==> src/rtl/inst_fetch_sramlike_pkg.sv <==
// Shared types and constants for the sram-like instruction fetch front end.
//   RESET_PC_DEFAULT : default PC after reset (first fetch address)
//   SIZE_WORD        : sram-like size code for a 32-bit transfer
//   if_state_e       : fetch FSM states (IF_REQ / IF_WAIT / IF_FULL)
//   fetch_entry_t    : {pc, instruction} pair carried from bus to decode
package inst_fetch_sramlike_pkg;

    localparam logic [31:0] RESET_PC_DEFAULT = 32'hBFC0_0000;
    localparam logic [1:0]  SIZE_WORD        = 2'b10;

    typedef enum logic [1:0] {
        IF_REQ  = 2'd0,
        IF_WAIT = 2'd1,
        IF_FULL = 2'd2
    } if_state_e;

    typedef struct packed {
        logic [31:0] pc;
        logic [31:0] inst;
    } fetch_entry_t;

endpackage

==> src/rtl/inst_fetch_sramlike_fetch_buffer.sv <==
// Output register (OUT) plus one skid entry between the instruction bus and
// decode. Returned data cannot be back-pressured, so a word arriving while
// OUT is held by a stalled decode is parked in the skid entry.
//   clk, rstn   : clock, asynchronous active-low reset
//   push        : push_entry is written (into OUT if free/consumed, else skid)
//   pop         : OUT is consumed by decode this cycle
//   flush       : drop both OUT and skid (redirect)
//   out_entry   : {pc, instruction} presented to decode
//   out_valid   : out_entry is valid
//   full        : skid entry occupied
module inst_fetch_sramlike_fetch_buffer
    import inst_fetch_sramlike_pkg::*;
(
    input  logic         clk,
    input  logic         rstn,
    input  logic         push,
    input  fetch_entry_t push_entry,
    input  logic         pop,
    input  logic         flush,
    output fetch_entry_t out_entry,
    output logic         out_valid,
    output logic         full
);

    fetch_entry_t skid_p0;
    logic         skid_vld_p0;
    fetch_entry_t out_p1;
    logic         out_vld_p1;

    always_ff @(posedge clk or negedge rstn) begin
        if (!rstn) begin
            skid_p0     <= '0;
            skid_vld_p0 <= 1'b0;
            out_p1      <= '0;
            out_vld_p1  <= 1'b0;
        end else if (flush) begin
            skid_vld_p0 <= 1'b0;
            out_vld_p1  <= 1'b0;
        end else if (pop && skid_vld_p0) begin
            // Skid drains into OUT; the FSM never pushes while the skid is full.
            out_p1      <= skid_p0;
            out_vld_p1  <= 1'b1;
            skid_vld_p0 <= 1'b0;
        end else if (push && (!out_vld_p1 || pop)) begin
            out_p1     <= push_entry;
            out_vld_p1 <= 1'b1;
        end else if (push) begin
            skid_p0     <= push_entry;
            skid_vld_p0 <= 1'b1;
        end else if (pop) begin
            out_vld_p1 <= 1'b0;
        end
    end

    assign out_entry = out_p1;
    assign out_valid = out_vld_p1;
    assign full      = skid_vld_p0;

endmodule

==> src/rtl/inst_fetch_sramlike.sv <==
// Instruction fetch front end: owns the PC, issues one outstanding request
// at a time on the sram-like instruction bus and hands {pc, instruction,
// valid} to decode. Redirects steer the PC and kill in-flight/buffered words.
//   clk, rstn                  : clock, asynchronous active-low reset
//   stall                      : decode cannot accept the current output
//   redirect, redirect_pc      : one-cycle PC steer from decode/branch logic
//   inst_req/wr/size/addr      : sram-like request side
//   inst_rdata/addr_ok/data_ok : sram-like response side
//   pc_out, instruction,
//   inst_valid                 : instruction presented to decode
module inst_fetch_sramlike
    import inst_fetch_sramlike_pkg::*;
#(
    parameter logic [31:0] RESET_PC = RESET_PC_DEFAULT,
    parameter logic [31:0] PC_STEP  = 32'd4
) (
    input  logic        clk,
    input  logic        rstn,
    input  logic        stall,
    input  logic        redirect,
    input  logic [31:0] redirect_pc,
    output logic        inst_req,
    output logic        inst_wr,
    output logic [1:0]  inst_size,
    output logic [31:0] inst_addr,
    input  logic [31:0] inst_rdata,
    input  logic        inst_addr_ok,
    input  logic        inst_data_ok,
    output logic [31:0] pc_out,
    output logic [31:0] instruction,
    output logic        inst_valid
);

    if_state_e    state_q, state_d;
    logic [31:0]  pc_q, pc_d;
    logic [31:0]  req_pc_q, req_pc_d;   // PC of the outstanding request
    logic         discard_q, discard_d; // outstanding request is wrong-path
    logic         consume;
    logic         buf_push, buf_flush, buf_full;
    fetch_entry_t buf_out;

    assign consume = inst_valid && !stall && !redirect;

    always_ff @(posedge clk or negedge rstn) begin
        if (!rstn) begin
            state_q   <= IF_REQ;
            pc_q      <= RESET_PC;
            req_pc_q  <= '0;
            discard_q <= 1'b0;
        end else begin
            state_q   <= state_d;
            pc_q      <= pc_d;
            req_pc_q  <= req_pc_d;
            discard_q <= discard_d;
        end
    end

    always_comb begin
        state_d   = state_q;
        pc_d      = pc_q;
        req_pc_d  = req_pc_q;
        discard_d = discard_q;
        buf_push  = 1'b0;
        buf_flush = 1'b0;
        case (state_q)
            IF_REQ: begin
                buf_flush = redirect;
                if (inst_addr_ok) begin
                    req_pc_d  = pc_q;
                    discard_d = redirect;
                    pc_d      = redirect ? redirect_pc : pc_q + PC_STEP;
                    state_d   = IF_WAIT;
                end else if (redirect) begin
                    pc_d = redirect_pc;
                end
            end
            IF_WAIT: begin
                if (inst_data_ok) begin
                    state_d   = IF_REQ;
                    discard_d = 1'b0;
                    if (discard_q || redirect) begin
                        if (redirect) begin
                            pc_d      = redirect_pc;
                            buf_flush = 1'b1;
                        end
                    end else begin
                        buf_push = 1'b1;
                        // OUT still held by decode: the word lands in the skid.
                        if (inst_valid && !consume) begin
                            state_d = IF_FULL;
                        end
                    end
                end else if (redirect) begin
                    pc_d      = redirect_pc;
                    discard_d = 1'b1;
                    buf_flush = 1'b1;
                end
            end
            IF_FULL: begin
                if (redirect) begin
                    pc_d      = redirect_pc;
                    buf_flush = 1'b1;
                    state_d   = IF_REQ;
                end else if (consume) begin
                    state_d = IF_REQ;
                end
            end
            default: state_d = IF_REQ;
        endcase
    end

    inst_fetch_sramlike_fetch_buffer u_fetch_buffer (
        .clk        (clk),
        .rstn       (rstn),
        .push       (buf_push),
        .push_entry ({req_pc_q, inst_rdata}),
        .pop        (consume),
        .flush      (buf_flush),
        .out_entry  (buf_out),
        .out_valid  (inst_valid),
        .full       (buf_full)
    );

    // The skid check keeps a request from ever leaving while a word is parked.
    assign inst_req    = (state_q == IF_REQ) && !buf_full;
    assign inst_wr     = 1'b0;
    assign inst_size   = SIZE_WORD;
    assign inst_addr   = pc_q;
    assign pc_out      = buf_out.pc;
    assign instruction = buf_out.inst;

endmodule

==> config.mk <==
export PLATFORM = sky130hd
export DESIGN_NAME = inst_fetch_sramlike
export DESIGN_NICKNAME = d
export VERILOG_FILES = /design/src/rtl/inst_fetch_sramlike_pkg.sv /design/src/rtl/inst_fetch_sramlike_fetch_buffer.sv /design/src/rtl/inst_fetch_sramlike.sv
export SDC_FILE = /design/constraint.sdc
export NUM_CORES = 1
export LEC_CHECK = 0
export ABC_CLOCK_PERIOD_IN_PS = 3200
export BUFFER_PORTS_ARGS = -buffer_cell sky130_fd_sc_hd__buf_2
export CORE_AREA = 2 2 132 134
export DETAILED_ROUTE_END_ITERATION = 6
export DIE_AREA = 0 0 134 136
export PLACE_DENSITY = 0.91
export SETUP_SLACK_MARGIN = 0.4
export SYNTH_ARGS = -nofsm -noshare
export SYNTH_HDL_FRONTEND = slang
export SYNTH_HIERARCHICAL = 1
export SYNTH_SLANG_ARGS = --single-unit
==> constraint.sdc <==
create_clock -name clk -period 3.2 [get_ports clk]
set_clock_uncertainty 0.15 [all_clocks]
set_input_delay 0.8 -clock clk [delete_from_list [all_inputs] [get_ports clk]]
set_output_delay 0.8 -clock clk [all_outputs]
set_load 0.02 [all_outputs]
Word level (Yosys, flattened, before mapping)
Index checks and enable logic that the tools add are counted.
{ "op_classes": {"add_sub_neg": 1, "bitwise": 3, "n_eq_ne": 9, "muxes": 35, "reduce_logical": 27} }
{ "ops": {"columns": ["operator", "count"], "rows": [
  ["$mux W32", 5],
  ["$mux W64", 2],
  ["$pmux W32 S3", 1],
  ["$add A32 B3 Y32 const B", 1],
  ["$mux W1", 18],
  ["$mux W2", 6],
  ["$reduce_and A2 Y1", 5],
  ["$ne A3 B3 Y1 const B", 3],
  ["$logic_and A1 B1 Y1", 6],
  ["$pmux W2 S3", 1],
  ["$reduce_and A3 Y1", 2],
  ["$reduce_bool A3 Y1", 2],
  ["$logic_not A1 Y1", 5],
  ["$ne A2 B2 Y1 const B", 2],
  ["$ne A4 B4 Y1 const B", 1],
  ["$reduce_and A4 Y1", 1],
  ["$reduce_bool A2 Y1", 2],
  ["$reduce_bool A4 Y1", 1],
  ["$ne A3 B2 Y1 const B", 1],
  ["$not A1 Y1", 3],
  ["$pmux W1 S3", 1],
  ["$eq A2 B1 Y1 const B", 1],
  ["$eq A2 B2 Y1 const B", 1],
  ["$logic_not A2 Y1", 1],
  ["other kinds (2)", 3]
]} }
{ "word_totals": {"word_cells": 85, "out_inout_bits": 101, "ff_bits": 197, "input_bits": 70} }

Logic depth before layout (Yosys ltp)
{ "depth": {"word_depth": 9, "ltp_mapped": 11, "ltp_nobuf": 7} }

Hierarchy
The synthesis kept the hierarchy.
{ "by_module_without_submodules": {"columns": ["module", "cells_per_inst", "instances", "seq_area_each_um2", "area_each_um2"], "rows": [
  ["inst_fetch_sramlike_fetch_buffer", 351, 1, 3253.1, 5642.9],
  ["inst_fetch_sramlike", 346, 1, 1687.9, 3554.7]
]} }

Worst setup path after synthesis
Ideal clock, no wire load.
{ "synth_path": {"kind": "input to register", "startpoint": "in redirect", "endpoint": "reg u_fetch_buffer/skid_p0[0] (netlist name)", "setup_slack_ps": 329, "stages": 9, "t_required_ps": 2925, "arrival_time_ps": 2596, "setup_time_ps": 125, "path_cell_list": "buf_4 > clkbuf_1 > clkbuf_1 > nor2_1 > nor2_1 > and3_1 > buf_2 > buf_4 > mux2_2"} }
{ "synth_lines": {"columns": ["item", "line_no", "text"], "rows": [
  ["start: declaration", "inst_fetch_sramlike.sv:20", "input logic redirect,"],
  ["$logic_not A1 Y1 *", "inst_fetch_sramlike.sv:42", "assign consume = inst_valid && !stall && !redirect;"],
  ["$logic_and A1 B1 Y1 *", "inst_fetch_sramlike.sv:42", null],
  ["via consume", "inst_fetch_sramlike.sv:38", "logic consume;"],
  ["$logic_or A1 B1 Y1", "inst_fetch_sramlike_fetch_buffer.sv:44", "end else if (push && (!out_vld_p1 || pop)) begin"],
  ["$logic_and A1 B1 Y1", "inst_fetch_sramlike_fetch_buffer.sv:44", null],
  ["$not A1 Y1 (no source line)", null, null],
  ["$reduce_and A4 Y1 (no source line) *", null, null],
  ["end signal: assignment", "inst_fetch_sramlike_fetch_buffer.sv:48", "skid_p0 <= push_entry;"],
  ["end: declaration", "inst_fetch_sramlike_fetch_buffer.sv:25", "fetch_entry_t skid_p0;"]
]} }
The timed path passes the listed nets; every way through them passes the cells marked *.
A chain may end at the register's enable or synchronous reset.

Final worst setup path
{ "layout_path": {"startpoint": "reg state_q[0]", "endpoint": "out inst_req"} }
{ "layout_via": {"elab_chain_cells": 2} }
{ "layout_rtl": {"columns": ["item", "line_no", "text"], "rows": [
  ["start: declaration", "inst_fetch_sramlike.sv:34", "if_state_e state_q, state_d;"],
  ["start signal: assignment", "inst_fetch_sramlike.sv:51", "state_q <= state_d;"],
  ["$logic_not A2 Y1", "inst_fetch_sramlike.sv:125", "assign inst_req = (state_q == IF_REQ) && !buf_full;"],
  ["$logic_and A1 B1 Y1", "inst_fetch_sramlike.sv:125", null],
  ["end: declaration", "inst_fetch_sramlike.sv:22", "output logic inst_req,"]
]} }
Every way passes these cells.

==> impl_metrics.prom <==
# TYPE chip_impl_metric gauge
chip_impl_metric{name="gr-usage-all-layers",unit=""} 0.239
chip_impl_metric{name="setup-violations-final",unit=""} 0
chip_impl_info{name="cts.root.buffer_cell",value="clkbuf_16"} 1
chip_impl_metric{name="clockBufferDepth",unit=""} 2
chip_impl_metric{name="clk_latency",unit="ns"} 0.44
chip_impl_metric{name="signed_area_change_from_the_synthesized_netlist_to_the_final_layout",unit="%"} 18.6
chip_impl_info{name="synth_top_family_by_area",value="multiplexers"} 1
chip_impl_metric{name="drt_wl_total",unit="mm"} 20.9
chip_impl_metric{name="power.ir.vdd_worst",unit="V"} 0.000445
chip_impl_metric{name="drc_errors",unit=""} 0
chip_impl_metric{name="rows",unit=""} 48
chip_impl_metric{name="post_synth_mux_area_share",unit=""} 0.289
chip_impl_metric{name="cellLeakagePower",unit="nW"} 5.18
chip_impl_metric{name="cts_repair_resize_count",unit=""} 0
chip_impl_metric{name="synthesis.area",unit="µm²"} 9200
chip_impl_metric{name="pre_cts_ws",unit="ns"} 0.452
chip_impl_info{name="cp_slowest_cell",value="dfrtp_1"} 1
chip_impl_metric{name="port-buffer-count",unit=""} 167
chip_impl_metric{name="floorplan.io_pins",unit=""} 171
chip_impl_metric{name="tightestPinTransition",unit="ns"} 0.694
chip_impl_metric{name="drt_first_iter_violations",unit=""} 377
chip_impl_metric{name="route.detailed.wl_per_inst",unit="µm"} 18.9
chip_impl_metric{name="critical_path.max_fanout",unit=""} 5
chip_impl_metric{name="post_synth_fa_ha_maj_area_fraction",unit=""} 0.00816
chip_impl_metric{name="report.final.hold_viol_count",unit=""} 0
chip_impl_metric{name="powerDensity",unit="nW/µm²"} 861
chip_impl_metric{name="netlist_instances",unit=""} 697
chip_impl_metric{name="ys_warn_count",unit=""} 6
chip_impl_metric{name="synth-edff-count",unit=""} 0
chip_impl_metric{name="detail-route-antenna-nets",unit=""} 0
chip_impl_info{name="tritoncts_clock_tree",value="done"} 1
chip_impl_metric{name="die-height",unit="µm"} 136
chip_impl_metric{name="area_of_the_die",unit="µm²"} 18200
chip_impl_metric{name="path_clk_slew",unit="ns"} 0.07
chip_impl_info{name="yosys.area.top_type",value="dfrtp_1"} 1
chip_impl_metric{name="fraction_of_layout_cells_with_a_size_suffix_above_1",unit=""} 0.532
chip_impl_metric{name="timing.final.crit_period",unit="ns"} 2.54
chip_impl_metric{name="postCtsHoldBufs",unit=""} 0
chip_impl_info{name="run_status",value="completed"} 1
chip_impl_metric{name="cts_inserted_buffers",unit=""} 17
chip_impl_metric{name="num-nets-final",unit=""} 939
chip_impl_metric{name="initial_core_util",unit=""} 0.545
chip_impl_metric{name="dpl.hpwl",unit="mm"} 14.1
chip_impl_metric{name="tritoncts_num_sinks",unit=""} 197
chip_impl_metric{name="cap_violations",unit=""} 0
chip_impl_metric{name="fin_crit_sh",unit=""} 0.794
chip_impl_metric{name="netlist.area_leader.share",unit=""} 0.511
chip_impl_metric{name="worst_setup_margin",unit="ns"} 0.659
chip_impl_metric{name="synth-seq-area-share",unit=""} 0.537
chip_impl_metric{name="synth.distinct_cells",unit=""} 58
chip_impl_metric{name="dr_total_vias",unit=""} 6341
chip_impl_info{name="main_flop_type_after_synthesis",value="dfrtp_1"} 1
chip_impl_metric{name="chipWidth",unit="µm"} 134
chip_impl_metric{name="drt_first_pass_iters",unit=""} 5
chip_impl_metric{name="grt_pass1_wl",unit="mm"} 33.8
chip_impl_metric{name="critical_path.max_stage_delay",unit="ns"} 0.41
chip_impl_metric{name="timing.setup.tns",unit="ns"} 0
chip_impl_info{name="rsz0062_at_grt",value="false"} 1
chip_impl_metric{name="grt_start_max_net_pins",unit=""} 63
chip_impl_metric{name="postSynthRegisterBits",unit=""} 197
chip_impl_metric{name="gr-total-overflow",unit=""} 0
chip_impl_metric{name="crit_arrival",unit="ns"} 1.59
chip_impl_metric{name="synth_simple_gate_area_share",unit=""} 0.0816
chip_impl_metric{name="coreArea",unit="µm²"} 16900
chip_impl_metric{name="finalMaxSlewViolations",unit=""} 0
chip_impl_info{name="critPathLaunchType",value="flip-flop"} 1
chip_impl_metric{name="max_clock_freq",unit="MHz"} 393
chip_impl_metric{name="timing.slew.headroom",unit=""} 0.533
chip_impl_info{name="end_kind",value="output pin"} 1
chip_impl_info{name="yosys-top-cells-area",value="dfrtp_1 51%, mux2_2 28%, dfstp_2 2.6%"} 1
chip_impl_metric{name="postCtsSetupBuffers",unit=""} 0
chip_impl_metric{name="yosys.area_share.xor_xnor",unit=""} 0.00571
chip_impl_info{name="path_cells",value="inv_1 > ha_1 > nor2b_1 > buf_2"} 1
chip_impl_info{name="class_of_the_most_critical_setup_path",value="flip-flop to output pin"} 1
chip_impl_metric{name="viasPerCell",unit=""} 5.74
chip_impl_metric{name="cts.htree.levels",unit=""} 4
chip_impl_metric{name="syn_avg_cell_area",unit="µm²"} 13.2
chip_impl_metric{name="data_required_time_of_the_critical_path",unit="ns"} 2.25
chip_impl_info{name="synth_most_common_cell",value="mux2_2"} 1
chip_impl_metric{name="synth_compound_gate_area_share",unit=""} 0.0467
chip_impl_info{name="synth_top_cells_by_count",value="225 x mux2_2, 188 x dfrtp_1, 38 x nand2_1"} 1
chip_impl_metric{name="antenna_violations_before_repair",unit=""} 3
chip_impl_metric{name="via_count_of_the_first_global_routing_pass",unit=""} 6483
chip_impl_info{name="hp-class",value="primary input to async pin"} 1
chip_impl_metric{name="synthArstFlopShare",unit=""} 1.00
chip_impl_metric{name="finalWeightedCongestion",unit=""} 0.839
cell usage in the layout (no fill, tap or decap), types with 7 or more instances in the layout:
cell	count
a21oi_1	15
buf_2	166
buf_4	16
clkbuf_16	17
dfrtp_1	188
dfstp_2	9
mux2_2	225
mux2i_1	12
nand2_1	38
nand3_1	23
nand4_1	10
nor2_1	16
nor2b_1	7
nor3_1	11
o21ai_0	16
o22ai_1	12
sequential cells by signal (all words and copies together), names as in the netlist:
signal	flops
u_fetch_buffer/full	1
u_fetch_buffer/out_valid	1
discard_q	1
inst_addr	32
u_fetch_buffer/out_entry	64
state_q	2
u_fetch_buffer/skid_p0	64
req_pc_q	32
final timing paths:
path	slack (ns)	cells after the start	to	startpoint
setup / recovery	0.66	4	inst_req	state_q[0]
hold / removal	0.16	1	u_fetch_buffer/out_entry[36]	rstn
setup reg to reg	0.68	7	inst_addr[6]	state_q[0]
hold reg to reg	0.35	1	u_fetch_buffer/out_entry[28]	u_fetch_buffer/out_entry[28]
max in group asynchronous	2.00	2	u_fetch_buffer/out_entry[60]	rstn
min in group clk	0.35	1	u_fetch_buffer/out_entry[28]	u_fetch_buffer/out_entry[28]
critical path: cells and delay by family (launching register included):
family                   cells  cell delay [ns]
adder cells (fa/ha/maj)      1             0.27
buffers and inverters        2             0.32
flip-flops                   1             0.41
AND/OR/NAND/NOR              1             0.17
layout make-up:
type,count,area (µm²)
timing repair buffer,187,1040
tap,225,282
fill,1238,5960
multi-input combinational,454,3980
inverter,6,22.5
sequential,197,4940
clock inverter,12,175
antenna,3,7.51
clock buffer,20,457
per-layer routing:
metal | vias up | wire length [µm] | global-route usage
met5 | - | 0 | 0
met4 | 0 | 600 | 0.118
met3 | 46 | 1350 | 0.0503
met2 | 265 | 10300 | 0.384
met1 | 3163 | 8650 | 0.310
li1 | 2867 | - | -
stage by stage:
step | instances | total power [mW] | area [µm²] | hold WS [ns] | util
2_1_floorplan | 698 | 6.11 | 9200 | 0.327 | -
3_3_place_gp | 1069 | 6.99 | 10300 | 0.334 | 0.609
3_5_place_dp | 1069 | 7.16 | 10300 | 0.339 | 0.609
4_1_cts | 1101 | 9.47 | 10900 | 0.179 | 0.646
5_1_grt | 1104 | 9.94 | 10900 | 0.193 | 0.647
6_report | 1104 | 9.40 | 10900 | 0.164 | 0.647
logic make-up after synthesis:
logic type | count (synthesis)
compound gates | 67
flops | 197
buf+inv | 47
other cells | 2
xor+xnor | 6
simple gates | 135
fa+ha+maj | 6
mux | 237
power breakdown:
part	internal (mW)	switching, mW	leakage (nW)	total [mW]
registers	3.50	0.639	2.46	4.14
logic	1.45	1.53	2.40	2.99
clock network	1.35	0.923	0.314	2.27
total	6.31	3.09	5.18	9.40
No activity file was read; power rests on OpenSTA's default activity.
